File: config.mk
export PLATFORM = sky130hd
export DESIGN_NAME = dcache_mem_port_arbiter_flat
export DESIGN_NICKNAME = d
export VERILOG_FILES = /design/src/rtl/dcache_mem_port_arbiter_if.sv /design/src/rtl/dcache_mem_port_arbiter.sv /design/src/flat_wrapper.sv
export SDC_FILE = /design/constraint.sdc
export NUM_CORES = 1
export LEC_CHECK = 0
export ABC_AREA = 1
export BUFFER_PORTS_ARGS = -buffer_cell sky130_fd_sc_hd__clkbuf_2
export CAP_MARGIN = 10
export CORE_AREA = 2 2 141 143
export CTS_CLUSTER_DIAMETER = 120
export DETAILED_ROUTE_END_ITERATION = 8
export DIE_AREA = 0 0 143 145
export PLACE_DENSITY = 0.45
export SETUP_SLACK_MARGIN = 0.05
export SYNTH_ARGS = -nofsm -noshare
export SYNTH_HDL_FRONTEND = slang
export SYNTH_SLANG_ARGS = --single-unit
File: constraint.sdc
create_clock -name clk_i -period 4.4 [get_ports clk_i]
set_input_delay 0.44 -clock clk_i [delete_from_list [all_inputs] [get_ports clk_i]]
set_output_delay 0.44 -clock clk_i [all_outputs]
set_load 0.01 [all_outputs]
File: src/rtl/dcache_mem_port_arbiter_if.sv
// rtl/dcache_mem_port_arbiter_if.sv - requester and memory-side bus bundle for the dcache memory port arbiter
//
// Purpose: groups the per-requester request/grant/response signals and the
// shared downstream memory port into one bundle.
//   slave  : arbiter view (takes requests and memory responses, drives grants,
//            responses and the downstream request).
//   master : environment view (requesters plus memory adapter).
// Per-port fields are flattened, with port p in slice [p*W +: W].

interface dcache_mem_port_arbiter_if #(
  parameter int NumPorts  = 3,
  parameter int AddrWidth = 32,
  parameter int DataWidth = 32,
  parameter int IdWidth   = 1
);
  localparam int BeWidth = DataWidth / 8;

  // requester side
  logic [NumPorts-1:0]           req_i;
  logic [NumPorts-1:0]           we_i;
  logic [NumPorts*AddrWidth-1:0] addr_i;
  logic [NumPorts*DataWidth-1:0] wdata_i;
  logic [NumPorts*BeWidth-1:0]   be_i;
  logic [NumPorts-1:0]           gnt_o;
  logic [NumPorts-1:0]           rvalid_o;
  logic [DataWidth-1:0]          rdata_o;

  // memory side
  logic                          mem_req_o;
  logic                          mem_we_o;
  logic [AddrWidth-1:0]          mem_addr_o;
  logic [DataWidth-1:0]          mem_wdata_o;
  logic [BeWidth-1:0]            mem_be_o;
  logic [IdWidth-1:0]            mem_id_o;
  logic                          mem_gnt_i;
  logic                          mem_rvalid_i;
  logic [IdWidth-1:0]            mem_rid_i;
  logic [DataWidth-1:0]          mem_rdata_i;

  // status
  logic                          busy_o;
  logic                          protocol_err_o;

  modport slave (
    input  req_i, we_i, addr_i, wdata_i, be_i,
    input  mem_gnt_i, mem_rvalid_i, mem_rid_i, mem_rdata_i,
    output gnt_o, rvalid_o, rdata_o,
    output mem_req_o, mem_we_o, mem_addr_o, mem_wdata_o, mem_be_o, mem_id_o,
    output busy_o, protocol_err_o
  );

  modport master (
    output req_i, we_i, addr_i, wdata_i, be_i,
    output mem_gnt_i, mem_rvalid_i, mem_rid_i, mem_rdata_i,
    input  gnt_o, rvalid_o, rdata_o,
    input  mem_req_o, mem_we_o, mem_addr_o, mem_wdata_o, mem_be_o, mem_id_o,
    input  busy_o, protocol_err_o
  );
endinterface

File: src/rtl/dcache_mem_port_arbiter.sv
// rtl/dcache_mem_port_arbiter.sv - round-robin arbiter sharing the WT dcache memory port with ID-tagged responses
//
// Purpose: picks one of NumPorts requesters per cycle (round robin), tags the
// accepted transaction with the lowest free ID, remembers which port owns each
// ID and steers the returning response back to that port.
// Ports:
//   clk_i  : clock
//   rst_ni : asynchronous active-low reset
//   bus    : slave modport of dcache_mem_port_arbiter_if (requesters, memory
//            port, busy_o, protocol_err_o)

module dcache_mem_port_arbiter #(
  parameter int NumPorts  = 3,
  parameter int AddrWidth = 32,
  parameter int DataWidth = 32,
  parameter int IdWidth   = 1
) (
  input  logic                       clk_i,
  input  logic                       rst_ni,
  dcache_mem_port_arbiter_if.slave   bus
);

  localparam int NumIds   = 1 << IdWidth;
  localparam int PtrWidth = (NumPorts > 1) ? $clog2(NumPorts) : 1;
  localparam int BeWidth  = DataWidth / 8;

  // state
  logic [PtrWidth-1:0] rr_ptr_q, rr_ptr_d;
  logic                lock_q, lock_d;
  logic [PtrWidth-1:0] lock_port_q, lock_port_d;
  logic [NumIds-1:0]   id_busy_q, id_busy_d;
  logic [PtrWidth-1:0] id_owner_q [NumIds];
  logic [PtrWidth-1:0] id_owner_d [NumIds];
  logic                err_q, err_d;

  // combinational datapath
  logic [PtrWidth-1:0]  sel;
  logic                 sel_valid;
  logic                 free_any;
  logic [IdWidth-1:0]   free_id;
  logic                 mem_req;
  logic                 accept;
  logic                 rsp_hit;
  logic [NumPorts-1:0]  gnt;
  logic [NumPorts-1:0]  rvalid;
  logic [DataWidth-1:0] rdata;
  logic                 mem_we;
  logic [AddrWidth-1:0] mem_addr;
  logic [DataWidth-1:0] mem_wdata;
  logic [BeWidth-1:0]   mem_be;
  int                   scan_idx;

  always_comb begin
    // ID allocation looks only at registered busy bits, so an ID released by
    // a response this cycle is not handed out again until the next cycle.
    free_any = ~&id_busy_q;
    free_id  = '0;
    for (int i = NumIds - 1; i >= 0; i--) begin
      if (!id_busy_q[IdWidth'(i)]) free_id = IdWidth'(i);
    end

    // Port selection: a locked request is re-presented unchanged; otherwise
    // scan from rr_ptr upward with wrap, only while an ID is available.
    sel       = '0;
    sel_valid = 1'b0;
    scan_idx  = 0;
    if (lock_q) begin
      sel       = lock_port_q;
      sel_valid = 1'b1;
    end else if (free_any) begin
      for (int i = 0; i < NumPorts; i++) begin
        scan_idx = int'(rr_ptr_q) + i;
        if (scan_idx >= NumPorts) scan_idx = scan_idx - NumPorts;
        if (!sel_valid && bus.req_i[PtrWidth'(scan_idx)]) begin
          sel_valid = 1'b1;
          sel       = PtrWidth'(scan_idx);
        end
      end
    end
    // Keep every output quiet while reset is asserted, even with live requests.
    if (!rst_ni) sel_valid = 1'b0;

    mem_req = sel_valid & free_any;
    accept  = mem_req & bus.mem_gnt_i;

    gnt = '0;
    if (accept) gnt[sel] = 1'b1;

    mem_we    = 1'b0;
    mem_addr  = '0;
    mem_wdata = '0;
    mem_be    = '0;
    if (sel_valid) begin
      mem_we    = bus.we_i[sel];
      mem_addr  = bus.addr_i[int'(sel)*AddrWidth +: AddrWidth];
      mem_wdata = bus.wdata_i[int'(sel)*DataWidth +: DataWidth];
      mem_be    = bus.be_i[int'(sel)*BeWidth +: BeWidth];
    end

    // Response steering: only a response for an outstanding ID is forwarded.
    rsp_hit = rst_ni & bus.mem_rvalid_i & id_busy_q[bus.mem_rid_i];
    rvalid  = '0;
    rdata   = '0;
    if (rsp_hit) begin
      rvalid[id_owner_q[bus.mem_rid_i]] = 1'b1;
      rdata                             = bus.mem_rdata_i;
    end

    // next state
    rr_ptr_d    = rr_ptr_q;
    lock_d      = lock_q;
    lock_port_d = lock_port_q;
    id_busy_d   = id_busy_q;
    id_owner_d  = id_owner_q;
    err_d       = err_q;

    if (rsp_hit) id_busy_d[bus.mem_rid_i] = 1'b0;
    if (bus.mem_rvalid_i && !id_busy_q[bus.mem_rid_i]) err_d = 1'b1;

    // Accept and response can coincide; the accepted ID is free and the
    // responding ID is busy, so the two updates never touch the same entry.
    if (accept) begin
      id_busy_d[free_id]  = 1'b1;
      id_owner_d[free_id] = sel;
      rr_ptr_d            = (sel == PtrWidth'(NumPorts - 1)) ? '0 : sel + PtrWidth'(1);
      lock_d              = 1'b0;
    end else if (mem_req) begin
      lock_d      = 1'b1;
      lock_port_d = sel;
    end
  end

  always_ff @(posedge clk_i or negedge rst_ni) begin
    if (!rst_ni) begin
      rr_ptr_q    <= '0;
      lock_q      <= 1'b0;
      lock_port_q <= '0;
      id_busy_q   <= '0;
      err_q       <= 1'b0;
      for (int i = 0; i < NumIds; i++) id_owner_q[i] <= '0;
    end else begin
      rr_ptr_q    <= rr_ptr_d;
      lock_q      <= lock_d;
      lock_port_q <= lock_port_d;
      id_busy_q   <= id_busy_d;
      err_q       <= err_d;
      for (int i = 0; i < NumIds; i++) id_owner_q[i] <= id_owner_d[i];
    end
  end

  assign bus.gnt_o          = gnt;
  assign bus.rvalid_o       = rvalid;
  assign bus.rdata_o        = rdata;
  assign bus.mem_req_o      = mem_req;
  assign bus.mem_we_o       = mem_we;
  assign bus.mem_addr_o     = mem_addr;
  assign bus.mem_wdata_o    = mem_wdata;
  assign bus.mem_be_o       = mem_be;
  assign bus.mem_id_o       = free_id;
  assign bus.busy_o         = |id_busy_q;
  assign bus.protocol_err_o = err_q;

endmodule
File: src/flat_wrapper.sv
// flat-port wrapper written by rule: the top's interface ports become plain ports
module dcache_mem_port_arbiter_flat 
#(
  parameter int NumPorts  = 3,
  parameter int AddrWidth = 32,
  parameter int DataWidth = 32,
  parameter int IdWidth   = 1
)
  (clk_i, rst_ni, bus_req_i, bus_we_i, bus_addr_i, bus_wdata_i, bus_be_i, bus_mem_gnt_i, bus_mem_rvalid_i, bus_mem_rid_i, bus_mem_rdata_i, bus_gnt_o, bus_rvalid_o, bus_rdata_o, bus_mem_req_o, bus_mem_we_o, bus_mem_addr_o, bus_mem_wdata_o, bus_mem_be_o, bus_mem_id_o, bus_busy_o, bus_protocol_err_o);
  dcache_mem_port_arbiter_if #(.NumPorts(NumPorts), .AddrWidth(AddrWidth), .DataWidth(DataWidth), .IdWidth(IdWidth)) bus_i ();
  input  logic clk_i;
  input  logic rst_ni;
  input wire logic [$bits(bus_i.req_i)-1:0] bus_req_i;
  input wire logic [$bits(bus_i.we_i)-1:0] bus_we_i;
  input wire logic [$bits(bus_i.addr_i)-1:0] bus_addr_i;
  input wire logic [$bits(bus_i.wdata_i)-1:0] bus_wdata_i;
  input wire logic [$bits(bus_i.be_i)-1:0] bus_be_i;
  input wire logic [$bits(bus_i.mem_gnt_i)-1:0] bus_mem_gnt_i;
  input wire logic [$bits(bus_i.mem_rvalid_i)-1:0] bus_mem_rvalid_i;
  input wire logic [$bits(bus_i.mem_rid_i)-1:0] bus_mem_rid_i;
  input wire logic [$bits(bus_i.mem_rdata_i)-1:0] bus_mem_rdata_i;
  output wire logic [$bits(bus_i.gnt_o)-1:0] bus_gnt_o;
  output wire logic [$bits(bus_i.rvalid_o)-1:0] bus_rvalid_o;
  output wire logic [$bits(bus_i.rdata_o)-1:0] bus_rdata_o;
  output wire logic [$bits(bus_i.mem_req_o)-1:0] bus_mem_req_o;
  output wire logic [$bits(bus_i.mem_we_o)-1:0] bus_mem_we_o;
  output wire logic [$bits(bus_i.mem_addr_o)-1:0] bus_mem_addr_o;
  output wire logic [$bits(bus_i.mem_wdata_o)-1:0] bus_mem_wdata_o;
  output wire logic [$bits(bus_i.mem_be_o)-1:0] bus_mem_be_o;
  output wire logic [$bits(bus_i.mem_id_o)-1:0] bus_mem_id_o;
  output wire logic [$bits(bus_i.busy_o)-1:0] bus_busy_o;
  output wire logic [$bits(bus_i.protocol_err_o)-1:0] bus_protocol_err_o;
  assign bus_i.req_i = bus_req_i;
  assign bus_i.we_i = bus_we_i;
  assign bus_i.addr_i = bus_addr_i;
  assign bus_i.wdata_i = bus_wdata_i;
  assign bus_i.be_i = bus_be_i;
  assign bus_i.mem_gnt_i = bus_mem_gnt_i;
  assign bus_i.mem_rvalid_i = bus_mem_rvalid_i;
  assign bus_i.mem_rid_i = bus_mem_rid_i;
  assign bus_i.mem_rdata_i = bus_mem_rdata_i;
  assign bus_gnt_o = bus_i.gnt_o;
  assign bus_rvalid_o = bus_i.rvalid_o;
  assign bus_rdata_o = bus_i.rdata_o;
  assign bus_mem_req_o = bus_i.mem_req_o;
  assign bus_mem_we_o = bus_i.mem_we_o;
  assign bus_mem_addr_o = bus_i.mem_addr_o;
  assign bus_mem_wdata_o = bus_i.mem_wdata_o;
  assign bus_mem_be_o = bus_i.mem_be_o;
  assign bus_mem_id_o = bus_i.mem_id_o;
  assign bus_busy_o = bus_i.busy_o;
  assign bus_protocol_err_o = bus_i.protocol_err_o;
  dcache_mem_port_arbiter #(.NumPorts(NumPorts), .AddrWidth(AddrWidth), .DataWidth(DataWidth), .IdWidth(IdWidth)) u_core (.clk_i(clk_i), .rst_ni(rst_ni), .bus(bus_i));
endmodule
==> flow_summary.json, run 1 <==
{
  "synthesis.nets": 894,
  "antenna_found_initial": 1,
  "avgSynthCellArea_sq_um": 4.861,
  "grt_use_total_pct": 15.25,
  "tns_ns": 0,
  "setup_viol": 0,
  "place.gp.congestion": 0.7807,
  "critPathKind": "reg2out",
  "cp_num_buf_inv": 4,
  "io_pins": 358,
  "crit_chain": "inv_1, ha_1, inv_2, nand3_1, nand3_1, nand2_1, nor2_2, nand2_1, nand3_4, nand2_4, inv_4, nand3_1, a21oi_1, clkbuf_2",
  "synthFlopType": "dfrtp_1",
  "hp-class": "in2async",
  "netlist_area_sq_mm": 0.003125,
  "max-vdd-ir-drop_uv": 427.9,
  "die_h_um": 145,
  "nNetsFinal": 1210,
  "status": "completed",
  "synth_top_cell_area_share_pct": 28.58,
  "yosys.area.top_type": "nand2_1",
  "postCtsHoldBufs": 0,
  "n_fill_cell": 2212,
  "cts_max_path_buffers": 2,
  "p_total_uw": 4155,
  "critical_path.top_delay_family": "simple AND/OR/NAND/NOR gates",
  "wl_per_cell_um": 14.04,
  "maxSlewViolCount": 0,
  "num_rows": 51,
  "cts_setup_buffers": 0,
  "fp.dieW_um": 143,
  "cts_htree_levels": 1,
  "grt_pass1_vias": 4923,
  "grt_max_degree": 73,
  "worst_slew_pin_slew_ns": 0.7844,
  "ys_types": 26,
  "cp.arrival_ns": 3.24,
  "r2r_slack_ns": 1.58,
  "cts_sinks": 10,
  "synth_edf_count": 0,
  "p_leak_uw": 0.003211,
  "setup_ws_ns": 0.7155,
  "yosys-top-cells-area": "nand2_1 (29%), nand3_1 (25%), a21oi_1 (11%)",
  "slew_headroom_pct": 47.70,
  "fmax_ghz": 0.2714,
  "cp_common_cell": "nand3_1",
  "clock_latency_ns": 0.24,
  "dieArea_sq_mm": 0.02074,
  "vias_per_cell": 4.277,
  "cpPeakStageDelay_ns": 0.58,
  "cts_buffers": 3,
  "min_period_ns": 3.684,
  "critPathCaptureType": "output pin",
  "skew_ns": 0.004330,
  "synth.most_common_cell": "nand2_1",
  "synth.ff_latch_count": 10,
  "ys_async_sr_fraction_pct": 100.0,
  "yosys_warnings": 0,
  "drtIter0Drc": 235,
  "area_delta_synth_final_pct": 63.57,
  "drcViolationCount": 0,
  "synth_commonest_cells": "nand2_1 (238), nand3_1 (154), a21oi_1 (69)",
  "finalWirelength_um": 17180,
  "grt-ovfl-total": 0,
  "hold_viol": 0,
  "worstPathMaxFanout": 71,
  "num_vias": 5235,
  "synthCells": 643,
  "grt_pass1_wl_um": 25330,
  "seq_area_frac_synth_pct": 8.006,
  "root_buffer": "clkbuf_16",
  "power_density_mw_per_mm2": 812.8,
  "port_buffers": 356,
  "cp_slowest_cell": "inv_4",
  "dpl.cell_count": 1219,
  "rsz0062_at_grt": "false",
  "finalCritPeriodShare_pct": 83.74,
  "layout.cells.non_filler": 1224,
  "cts_resized": 0,
  "cap_violations": 0,
  "ant_nets": 0,
  "drive_gt1_share_pct": 39.67,
  "core_area_sq_mm": 0.01921,
  "required_ns": 3.96,
  "drt-pass1-iter-count": 4,
  "cts_tree": "done",
  "clkTransAtPathRegs_ns": 0.04,
  "start_kind": "flop",
  "start_util_pct": 16.27,
  "dp_hpwl_um": 13130,
  "dp_slack_ns": 0.9535
}
## worst register-to-register path, delay by kind of cell, from the launching register on
kind	cells	cell delay (ns)
adder cells (fa/ha/maj)	1	0.37
buffers and inverters	3	0.78
AO/OA/AOI/OAI	1	0.17
flip-flops	1	0.39
AND/OR/NAND/NOR	8	1.04
## power breakdown
part           total [uW]  switching (uW)  internal, uW
Clock                 179            42.4           137
Combinational        3830            2580          1250
Sequential            149            24.9           124
## final timing paths
check | startpoint | end | cells after the start
min reg2reg | u_core.bus.protocol_err_o | u_core.bus.protocol_err_o | 1
min | rst_ni | u_core.bus.protocol_err_o | 1
max | u_core.rr_ptr_q[0] | bus_mem_wdata_o[29] | 14
min in group clk_i | u_core.bus.protocol_err_o | u_core.bus.protocol_err_o | 1
max in group asynchronous | rst_ni | u_core.lock_port_q[1] | 1
max reg2reg | u_core.rr_ptr_q[0] | u_core.rr_ptr_q[0] | 13
## state kept, by name, indices dropped and copies added (netlist names)
| signal | count |
|---|---|
| u_core.bus.protocol_err_o | 1 |
| u_core.rr_ptr_q | 2 |
| u_core.lock_q | 1 |
| u_core.id_owner_q | 2 |
| u_core.id_busy_q | 2 |
| u_core.lock_port_q | 2 |
## routing by layer
layer  vias up  wire length (um)  track usage, %
met2       252              8881           30.26
met1      2261              6734           16.84
met5         -                 0               0
met3        16              1242           1.749
li1       2706                 -               -
met4         0               323           3.515
## stage by stage
stage                     utilization (%)  area [sq um]  hold slack [ns]
after floorplan                         -          3126           0.1444
after global placement              26.14          5021           0.3660
after detailed placement            26.14          5021           0.3684
after CTS                           26.60          5110           0.1148
after global routing                26.62          5112           0.1285
final                               26.62          5112           0.1062
## cell families after synthesis
kind of cell               synth area share, %
AOI/OAI and AO/OA                        13.61
adders and majority gates                1.601
buffers and inverters                    16.69
DFF                                      8.006
other                                   0.1200
and+or+nand+nor                          59.97
## cells in the final DEF, fill, tap and decap left out
| cell | n |
|---|---|
| dfrtp_1 | 10 |
| nor2_1 | 40 |
| a211oi_1 | 1 |
| o22ai_1 | 1 |
| nor4_1 | 2 |
| conb_1 | 1 |
| o21ai_0 | 9 |
| buf_4 | 5 |
| buf_12 | 3 |
| nand2_1 | 236 |
| clkbuf_2 | 356 |
| a21oi_1 | 69 |
| diode_2 | 1 |
| nand2_4 | 1 |
| ha_1 | 4 |
| o21ai_1 | 1 |
| nor2_2 | 1 |
| or2_2 | 1 |
| a21boi_0 | 1 |
| nand2_2 | 3 |
| inv_2 | 3 |
| nand3_4 | 1 |
| clkbuf_8 | 1 |
| clkbuf_16 | 3 |
| inv_1 | 49 |
| nand3_1 | 154 |
| inv_4 | 1 |
| a31o_2 | 1 |
## layout make-up
class,instances,area (sq um),share of cell area (%)
well taps,265,331.6,6.486
inverters,53,201.4,3.940
flip-flops and latches,10,250.2,4.895
clock buffers,4,88.84,1.738
repair buffers,364,1879,36.76
diodes,1,2.502,0.04895
multi-input cells,527,2359,46.13
Power figures use the tool's default switching activity.
==> run 2: changes to the inputs <==
- ABC_AREA: 1 -> 0
- CORE_AREA: 2 2 141 143 -> 2 2 140 142
- DIE_AREA: 0 0 143 145 -> 0 0 142 144
- PLACE_DENSITY: 0.45 -> 0.43
- clock period: 4.4 -> 3.1 ns (I/O delays scaled with it)
==> run 2 against run 1 <==
  * Routed wire length fell by 0.77%
  * Count of clock-buffer cells in the layout stayed put
  * Sequential cell count did not move
  * Via count decreased by 28%
  * Sequential power increased by 43%
  * Register-to-register slack worse by 0.82 ns
  * Clock skew fell by 0.0032 ns
  * Sequential share of layout area down 0.48 points
  * Area after synthesis shrank 23%
  * Final cell count decreased by 26%
  * Worst hold slack improved by 0.19 ns
  * Power grew 19%
  * Largest power group unchanged
==> flow_summary.json, run 2 <==
{
  "ys_types": 38,
  "hold_start": "bus_mem_rvalid_i",
  "dpl.cell_count": 864,
  "die_h_um": 144,
  "num_vias": 3784,
  "cp_slowest_cell": "dfrtp_2",
  "start_kind": "flop",
  "cts_sinks": 10,
  "grt-ovfl-total": 0,
  "grt_max_degree": 70,
  "final_cell_mix": "clkbuf_2 (296), mux2i_1 (67), buf_2 (55), o2bb2ai_2 (40), and2_1 (34)",
  "antenna_found_initial": 0,
  "netlist_area_sq_mm": 0.002415,
  "min_period_ns": 3.092,
  "drive_gt1_share_pct": 72.70,
  "wl_per_cell_um": 18.92,
  "grt_use_total_pct": 11.54,
  "p_int_uw": 2561,
  "tns_ns": 0,
  "skew_ns": 0.001101,
  "cts_tree": "done",
  "grt_pass1_wl_um": 18450,
  "antenna_cells": 0,
  "required_ns": 2.79,
  "startpoint": "u_core.rr_ptr_q[1]",
  "yosys.area.top_type": "mux2i_1",
  "hold_viol": 0,
  "ys_async_sr_fraction_pct": 100.0,
  "layout.cells.non_filler": 901,
  "synth_commonest_cells": "mux2i_1 (73), o2bb2ai_1 (69), and2_1 (34)",
  "final_common_cell": "clkbuf_2",
  "synth.ff_latch_count": 10,
  "cts_max_path_buffers": 2,
  "worstPathMaxFanout": 9,
  "p_comb_share_pct": 90.6,
  "setup_viol": 0,
  "seq_area_frac_synth_pct": 10.36,
  "cp_num_buf_inv": 5,
  "dieArea_sq_mm": 0.02045,
  "ant_nets": 0,
  "synthFlopType": "dfrtp_1",
  "critical_path.top_delay_family": "buffers and inverters",
  "io_pins": 358,
  "cpPeakStageDelay_ns": 0.43,
  "cts_htree_levels": 1,
  "cap_violations": 0,
  "cts_buffers": 3,
  "slew_headroom_pct": 58.50,
  "nNetsFinal": 915,
  "drt-pass1-iter-count": 4,
  "p_clk_share_pct": 5.1,
  "port_buffers": 356,
  "worst_slew_pin_slew_ns": 0.6160,
  "finalWirelength_um": 17050,
  "power_density_mw_per_mm2": 868.0,
  "clkTransAtPathRegs_ns": 0.04,
  "critPathKind": "reg2out",
  "root_buffer": "clkbuf_16",
  "synthesis.nets": 536,
  "rsz0062_at_grt": "true",
  "grt_pass1_vias": 3215,
  "status": "completed",
  "fmax_ghz": 0.3234,
  "place.gp.congestion": 0.8164,
  "dp_hpwl_um": 11190,
  "hp-class": "in2reg",
  "finalCritPeriodShare_pct": 99.75,
  "crit_chain": "buf_6, ha_4, nand3b_1, buf_4, o211ai_1, nor4_4, a221o_1, nor3_4, buf_12, clkbuf_16, o2bb2ai_1, buf_2",
  "clock_latency_ns": 0.23,
  "start_util_pct": 12.66,
  "swShare_pct": 48.15,
  "drcViolationCount": 0,
  "timing.hold.ws_ns": 0.3002,
  "avgSynthCellArea_sq_um": 8.473,
  "synth_top_cell_area_share_pct": 30.26,
  "critPathCaptureType": "output pin",
  "vias_per_cell": 4.200,
  "yosys-top-cells-area": "mux2i_1 (30%), o2bb2ai_1 (25%), dfrtp_1 (10%)",
  "synth_edf_count": 0,
  "yosys_warnings": 0,
  "num_rows": 51,
  "max-vdd-ir-drop_uv": 258.0,
  "synthCells": 285,
  "switching_power_uw": 2378,
  "n_fill_cell": 2031,
  "maxSlewViolCount": 0,
  "fp.dieW_um": 142,
  "p_leak_uw": 0.002781,
  "drtIter0Drc": 191,
  "cp.arrival_ns": 2.78,
  "synth.most_common_cell": "mux2i_1",
  "core_area_sq_mm": 0.01908,
  "reg2reg_from": "u_core.rr_ptr_q[1]",
  "area_delta_synth_final_pct": 135.6,
  "seq_power_share_pct": 4.3
}
[run 2: worst paths after layout]
kind	end	slack, ns	depth (start not counted)
min in group asynchronous	u_core.id_owner_q[3]	0.52	2
hold reg to reg	u_core.bus.protocol_err_o	0.46	1
hold / removal	u_core.id_busy_q[1]	0.30	2
max in group asynchronous	u_core.rr_ptr_q[1]	2.31	2
setup / recovery	bus_mem_wdata_o[29]	0.008	12
setup reg to reg	u_core.lock_port_q[1]	0.76	9
[run 2: final cells by class]
| class | count | area, sq um | share of cell area, % |
|---|---|---|---|
| Sequential cell | 10 | 251.5 | 4.420 |
| Timing Repair Buffer | 400 | 2472 | 43.45 |
| Multi-Input combinational cell | 246 | 2569 | 45.14 |
| Clock buffer | 4 | 88.84 | 1.561 |
| Inverter | 3 | 11.26 | 0.1979 |
| Tap cell | 238 | 297.8 | 5.233 |
[run 2: kinds of logic after synthesis]
family          Yosys count  share of synthesized area, %
mux                      75                         31.19
compound gates           98                         33.68
simple gates             66                         16.01
fa+ha+maj                 4                         2.073
other cells               1                        0.1553
buf+inv                  31                         6.529
flops                    10                         10.36
[run 2: per-stage QoR]
step | util [%] | setup WS, ns | instance area (sq um) | power (uW)
final | 29.82 | 0.007596 | 5690 | 4939
after global routing | 29.82 | -0.1072 | 5690 | 5228
after CTS | 25.02 | 0.05134 | 4775 | 3683
after detailed placement | 23.61 | 0.1280 | 4506 | 3188
after global placement | 23.61 | 0.09254 | 4506 | 3221
after floorplan | - | 0.4057 | 2415 | 2063
[run 2: what timing repair did]
item                       CTS  global route
pin swaps                    3             5
setup endpoints to repair   69            69
hold endpoints to repair    10             0
setup buffers                8             6
resized for setup           16           151
hold buffers                 1             0
gates cloned                 1            17
[run 2: per-layer routing]
| metal | GRT usage (%) | part of all wire, % |
|---|---|---|
| met3 | 1.060 | 4.8 |
| met5 | 0 | 0 |
| met1 | 17.12 | 45 |
| met2 | 18.79 | 50 |
| met4 | 0.9474 | 0.23 |
[run 2: power groups by stage]
stage	logic [uW]	registers (uW)	clock network [uW]
2_1_floorplan	1860	202	0
3_3_place_gp	3010	213	0
3_5_place_dp	2970	215	0
4_1_cts	3220	212	255
5_1_grt	4750	218	263
6_report	4480	213	250
